### src/rtl/kadai10_4_2_pkg.sv
// kadai10_4_2_pkg
// Shared definitions for the kadai10_4_2 word multiplexer:
//   DEFAULT_WIDTH     - default data word width
//   sel_t             - 2-bit select type
//   SEL_A .. SEL_D    - select encodings for inputs a, b, c, d
package kadai10_4_2_pkg;

  localparam int DEFAULT_WIDTH = 8;

  typedef logic [1:0] sel_t;

  localparam sel_t SEL_A = 2'b00;
  localparam sel_t SEL_B = 2'b01;
  localparam sel_t SEL_C = 2'b10;
  localparam sel_t SEL_D = 2'b11;

endpackage : kadai10_4_2_pkg

### src/rtl/kadai10_4_2_mux_mux4_comb.sv
// mux4_comb
// Purely combinational 4:1 word selector.
// Ports:
//   s          in   2      select (SEL_A..SEL_D)
//   a, b, c, d in   WIDTH  data inputs 0..3
//   z          out  WIDTH  selected word
module mux4_comb
  import kadai10_4_2_pkg::*;
#(
  parameter int WIDTH = DEFAULT_WIDTH
) (
  input  logic [1:0]       s,
  input  logic [WIDTH-1:0] a,
  input  logic [WIDTH-1:0] b,
  input  logic [WIDTH-1:0] c,
  input  logic [WIDTH-1:0] d,
  output logic [WIDTH-1:0] z
);

  // Select one of the four words; an unknown select propagates as all-X
  // in simulation and is a don't-care for synthesis.
  always_comb begin
    z = {WIDTH{1'b0}};
    case (s)
      SEL_A:   z = a;
      SEL_B:   z = b;
      SEL_C:   z = c;
      SEL_D:   z = d;
      default: z = {WIDTH{1'bx}};
    endcase
  end

endmodule : mux4_comb

### src/rtl/kadai10_4_2_mux.sv
// kadai10_4_2_mux
// Four-input word multiplexer with a combinational output and a
// one-cycle registered copy (plus the registered select).
// Optional feature macro: KADAI10_4_2_PARITY_EN adds zp_q, the even
// parity (XOR-reduction) of the word captured into z_q.
// Ports:
//   clk        in   1      rising-edge clock
//   rst        in   1      asynchronous active-high reset
//   s          in   2      select: 00 a, 01 b, 10 c, 11 d
//   a, b, c, d in   WIDTH  data inputs
//   z          out  WIDTH  combinational selected word (unaffected by rst)
//   z_q        out  WIDTH  registered z
//   s_q        out  2      registered s, aligned with z_q
//   zp_q       out  1      parity of z_q (only with KADAI10_4_2_PARITY_EN)
module kadai10_4_2_mux
  import kadai10_4_2_pkg::*;
#(
  parameter int WIDTH = DEFAULT_WIDTH
) (
  input  logic             clk,
  input  logic             rst,
  input  logic [1:0]       s,
  input  logic [WIDTH-1:0] a,
  input  logic [WIDTH-1:0] b,
  input  logic [WIDTH-1:0] c,
  input  logic [WIDTH-1:0] d,
  output logic [WIDTH-1:0] z,
  output logic [WIDTH-1:0] z_q,
  output logic [1:0]       s_q
`ifdef KADAI10_4_2_PARITY_EN
  ,
  output logic             zp_q
`endif
);

  logic [WIDTH-1:0] z_s;
  logic [WIDTH-1:0] z_q_r;
  sel_t             s_q_r;

  mux4_comb #(
    .WIDTH (WIDTH)
  ) u_mux4_comb (
    .s (s),
    .a (a),
    .b (b),
    .c (c),
    .d (d),
    .z (z_s)
  );

  assign z   = z_s;
  assign z_q = z_q_r;
  assign s_q = s_q_r;

  // Output registers: load the selected word and its select every cycle.
  always_ff @(posedge clk or posedge rst) begin
    if (rst) begin
      z_q_r <= {WIDTH{1'b0}};
      s_q_r <= SEL_A;
    end else begin
      z_q_r <= z_s;
      s_q_r <= s;
    end
  end

`ifdef KADAI10_4_2_PARITY_EN
  logic zp_q_r;

  // Even-parity bit of a word: 1 when the word has an odd number of ones.
  function automatic logic even_parity(input logic [WIDTH-1:0] v);
    return ^v;
  endfunction

  // Parity register, captured from the same word that z_q captures.
  always_ff @(posedge clk or posedge rst) begin
    if (rst) begin
      zp_q_r <= 1'b0;
    end else begin
      zp_q_r <= even_parity(z_s);
    end
  end

  assign zp_q = zp_q_r;
`endif

endmodule : kadai10_4_2_mux

### config.mk
export PLATFORM = sky130hd
export DESIGN_NAME = kadai10_4_2_mux
export DESIGN_NICKNAME = d
export VERILOG_FILES = /design/src/rtl/kadai10_4_2_pkg.sv /design/src/rtl/kadai10_4_2_mux_mux4_comb.sv /design/src/rtl/kadai10_4_2_mux.sv
export SDC_FILE = /design/constraint.sdc
export NUM_CORES = 1
export LEC_CHECK = 0
export CORE_MARGIN = 2
export CORE_UTILIZATION = 27
export CTS_CLUSTER_DIAMETER = 150
export DETAILED_ROUTE_END_ITERATION = 7
export HOLD_SLACK_MARGIN = 0.06
export PLACE_DENSITY_LB_ADDON = 0.3
export REMOVE_ABC_BUFFERS = 1
export SETUP_SLACK_MARGIN = 0.3
export SLEW_MARGIN = 15
export SYNTH_ARGS = -nofsm -noshare
export SYNTH_HDL_FRONTEND = slang
export SYNTH_SLANG_ARGS = --single-unit
### constraint.sdc
create_clock -name clk -period 3.1 [get_ports clk]
set_input_delay 0.62 -clock clk [delete_from_list [all_inputs] [get_ports clk]]
set_output_delay 0.62 -clock clk [all_outputs]
set_load 0.05 [all_outputs]
==> run_results.csv <==
group,metric,value,unit
die,die_h,44.8,um
sta,setup_viol,0,
yosys,yosysWarnings,0,
global_route,grtUsageTotal,11.8,%
yosys,synth_top_area_share,55.6,%
placed_design,io_buffers,53,
cells_and_area,finalNetCount,114,
placed_design,gp_congestion,0.699,
cts,tritoncts,"done",
power_and_ir_drop,p_switching,0.146,mW
critical_path,cp_max_fo,9,
hold_path,hp-class,"in2async",
die,ioPinCount,54,
cts,htree_levels,1,
cells_and_area,fillCellCount,146,
power_and_ir_drop,switching_share,34.7,%
cts,clock_sink_count,10,
cells_and_area,finish.utilization,64.5,%
cells_and_area,insertedDiodeCount,0,
die,core.rowCount,14,
critical_path,crit_arrival,2.02,ns
status,status,"completed",
cells_and_area,syn2layout_area_growth,121,%
cts,cts_root_buf,"clkbuf_4",
cts,cts_buffers,3,
flow_run,drv_cap,0,
cts,post-cts-setup-buffer-count,0,
sta,rsz0062_at_grt,"false",
critical_path,startpoint_type,"input pin",
die,start_util,29.2,%
yosys,ys_top_cells_by_area,"dfrtp_1, mux4_2, buf_6",
power_and_ir_drop,seqPwrFrac,34.5,%
critical_path,crit_type,"in2out",
sta,period_share,85.2,%
global_route,grt_max_degree,11,
yosys,syn_avg_cell_area,21.4,sq um
routing,drc,0,
yosys,synth_seq_area_share,55.6,%
global_route,overflow,0,
yosys,synth_top_area_cell,"dfrtp_1",
sta,fmax,0.379,GHz
cts,cts_resized,0,
sta,tightest_slew,0.503,ns
cts,hold_buffers,0,
cts,clk_pin_slew,0.06,ns
yosys,ys_types,5,
sta,tns,0,ns
power_and_ir_drop,power.density,423,nW/um^2
sta,drv_slew,0,
global_route,grt_pass1_vias,455,
yosys,syn_inst,21,
power_and_ir_drop,p_leak,0.406,nW
yosys,syn-cell-area,450,sq um
placed_design,post-dp-hpwl,1.02,mm
power_and_ir_drop,p_int,0.275,mW
cells_and_area,fin_area,995,sq um
die,dieWidth,44.8,um
cts,clock_path_buffers,2,
sta,min_period,2.64,ns
routing,drt.antenna.violating_nets,0,
global_route,grt_pass1_wl,1.66,mm
global_route,antenna_found_initial,0,
critical_path,cp.required,2.48,ns
die,coreArea,1540,sq um
cells_and_area,final_cell_mix,"clkdlybuf4s50_1, dfrtp_1, buf_4",
power_and_ir_drop,power_frac_comb,46.7,%
sta,final-hold-violation-count,0,
routing,viasPerCell,4.67,
cells_and_area,drive_gt1_share,26.3,%
sta,relSlewSlack,66.4,%
cells_and_area,multi_input_area,180,sq um
cells_and_area,layout_commonest_cell,"clkdlybuf4s50_1",
critical_path,cp-end-kind,"output port",
routing,first_iter_violations,4,
placed_design,placed_area,972,sq um
die,dieArea,2010,sq um
routing,vias,430,
yosys,synth-seq-cells,10,
cells_and_area,seq_area,250,sq um
power_and_ir_drop,peakVddDrop,0.000188,V
routing,wl_per_cell,12.0,um
routing,wl,1.10,mm
power_and_ir_drop,clockPowerShare,18.8,%
routing,drt_pass1_iterations,4,
sta,whs,0.632,ns
[path summary, 6_finish.rpt]
kind	from	to	slack, ns	cells after the start
max in group asynchronous	rst	z_q[1]$_DFF_PP0_	2.21	2
min in group clk	s[0]	s_q[0]$_DFF_PP0_	1.03	2
setup / recovery	s[0]	z[5]	0.46	4
hold / removal	rst	z_q[0]$_DFF_PP0_	0.63	2
[layer usage]
layer | vias up | track usage, % | routed length, um
li1 | 198 | - | -
met1 | 202 | 9.77 | 305
met2 | 28 | 25.2 | 700
met3 | 2 | 1.20 | 82
met4 | 0 | 7.06 | 12
met5 | - | 0 | 0
[power by group through the flow]
| stage | logic [mW] | registers [mW] | clock network [mW] |
|---|---|---|---|
| 5_1_grt | 0.204 | 0.146 | 0.0908 |
| 3_3_place_gp | 0.197 | 0.147 | 0 |
| 6_report | 0.197 | 0.145 | 0.0791 |
| 4_1_cts | 0.199 | 0.145 | 0.0844 |
| 3_5_place_dp | 0.198 | 0.148 | 0 |
| 2_1_floorplan | 0.0633 | 0.192 | 0 |
[kinds of logic (layout without fill, tap and decap cells)]
logic type  Yosys count  in the layout  synth area share [%]
mux                   8              8                  40.0
flops                10             10                  55.6
buf+inv               3             58                  4.44
[area by class of cell]
type                            count  share of cell area [%]
Clock buffer                        3                    2.26
Inverter                            1                   0.377
Multi-Input combinational cell      8                    18.1
Sequential cell                    10                    25.2
Tap cell                           16                    2.01
Timing Repair Buffer               54                    52.1
[flip-flops by register name, summed over array words and instances (netlist names)]
| register | count |
|---|---|
| s_q | 2 |
| z_q | 8 |
[stage by stage]
step | worst slack (ns) | cells | total power [mW]
final | 0.458 | 92 | 0.421
after global routing | 0.407 | 92 | 0.441
after CTS | 0.438 | 92 | 0.428
after detailed placement | 0.438 | 89 | 0.346
after global placement | 0.451 | 89 | 0.345
after floorplan | 1.22 | 19 | 0.255
[critical path: stages]
cell	delay (ns)
clkdlybuf4s50_1	0.46
buf_4	0.20
mux4_2	0.53
buf_4	0.21
[cells in the mapped netlist (all sizes together)]
cell,n
dfrtp,10
mux4,8
buf,1
clkbuf,1
inv,1
(Power assumes the default switching activity.)
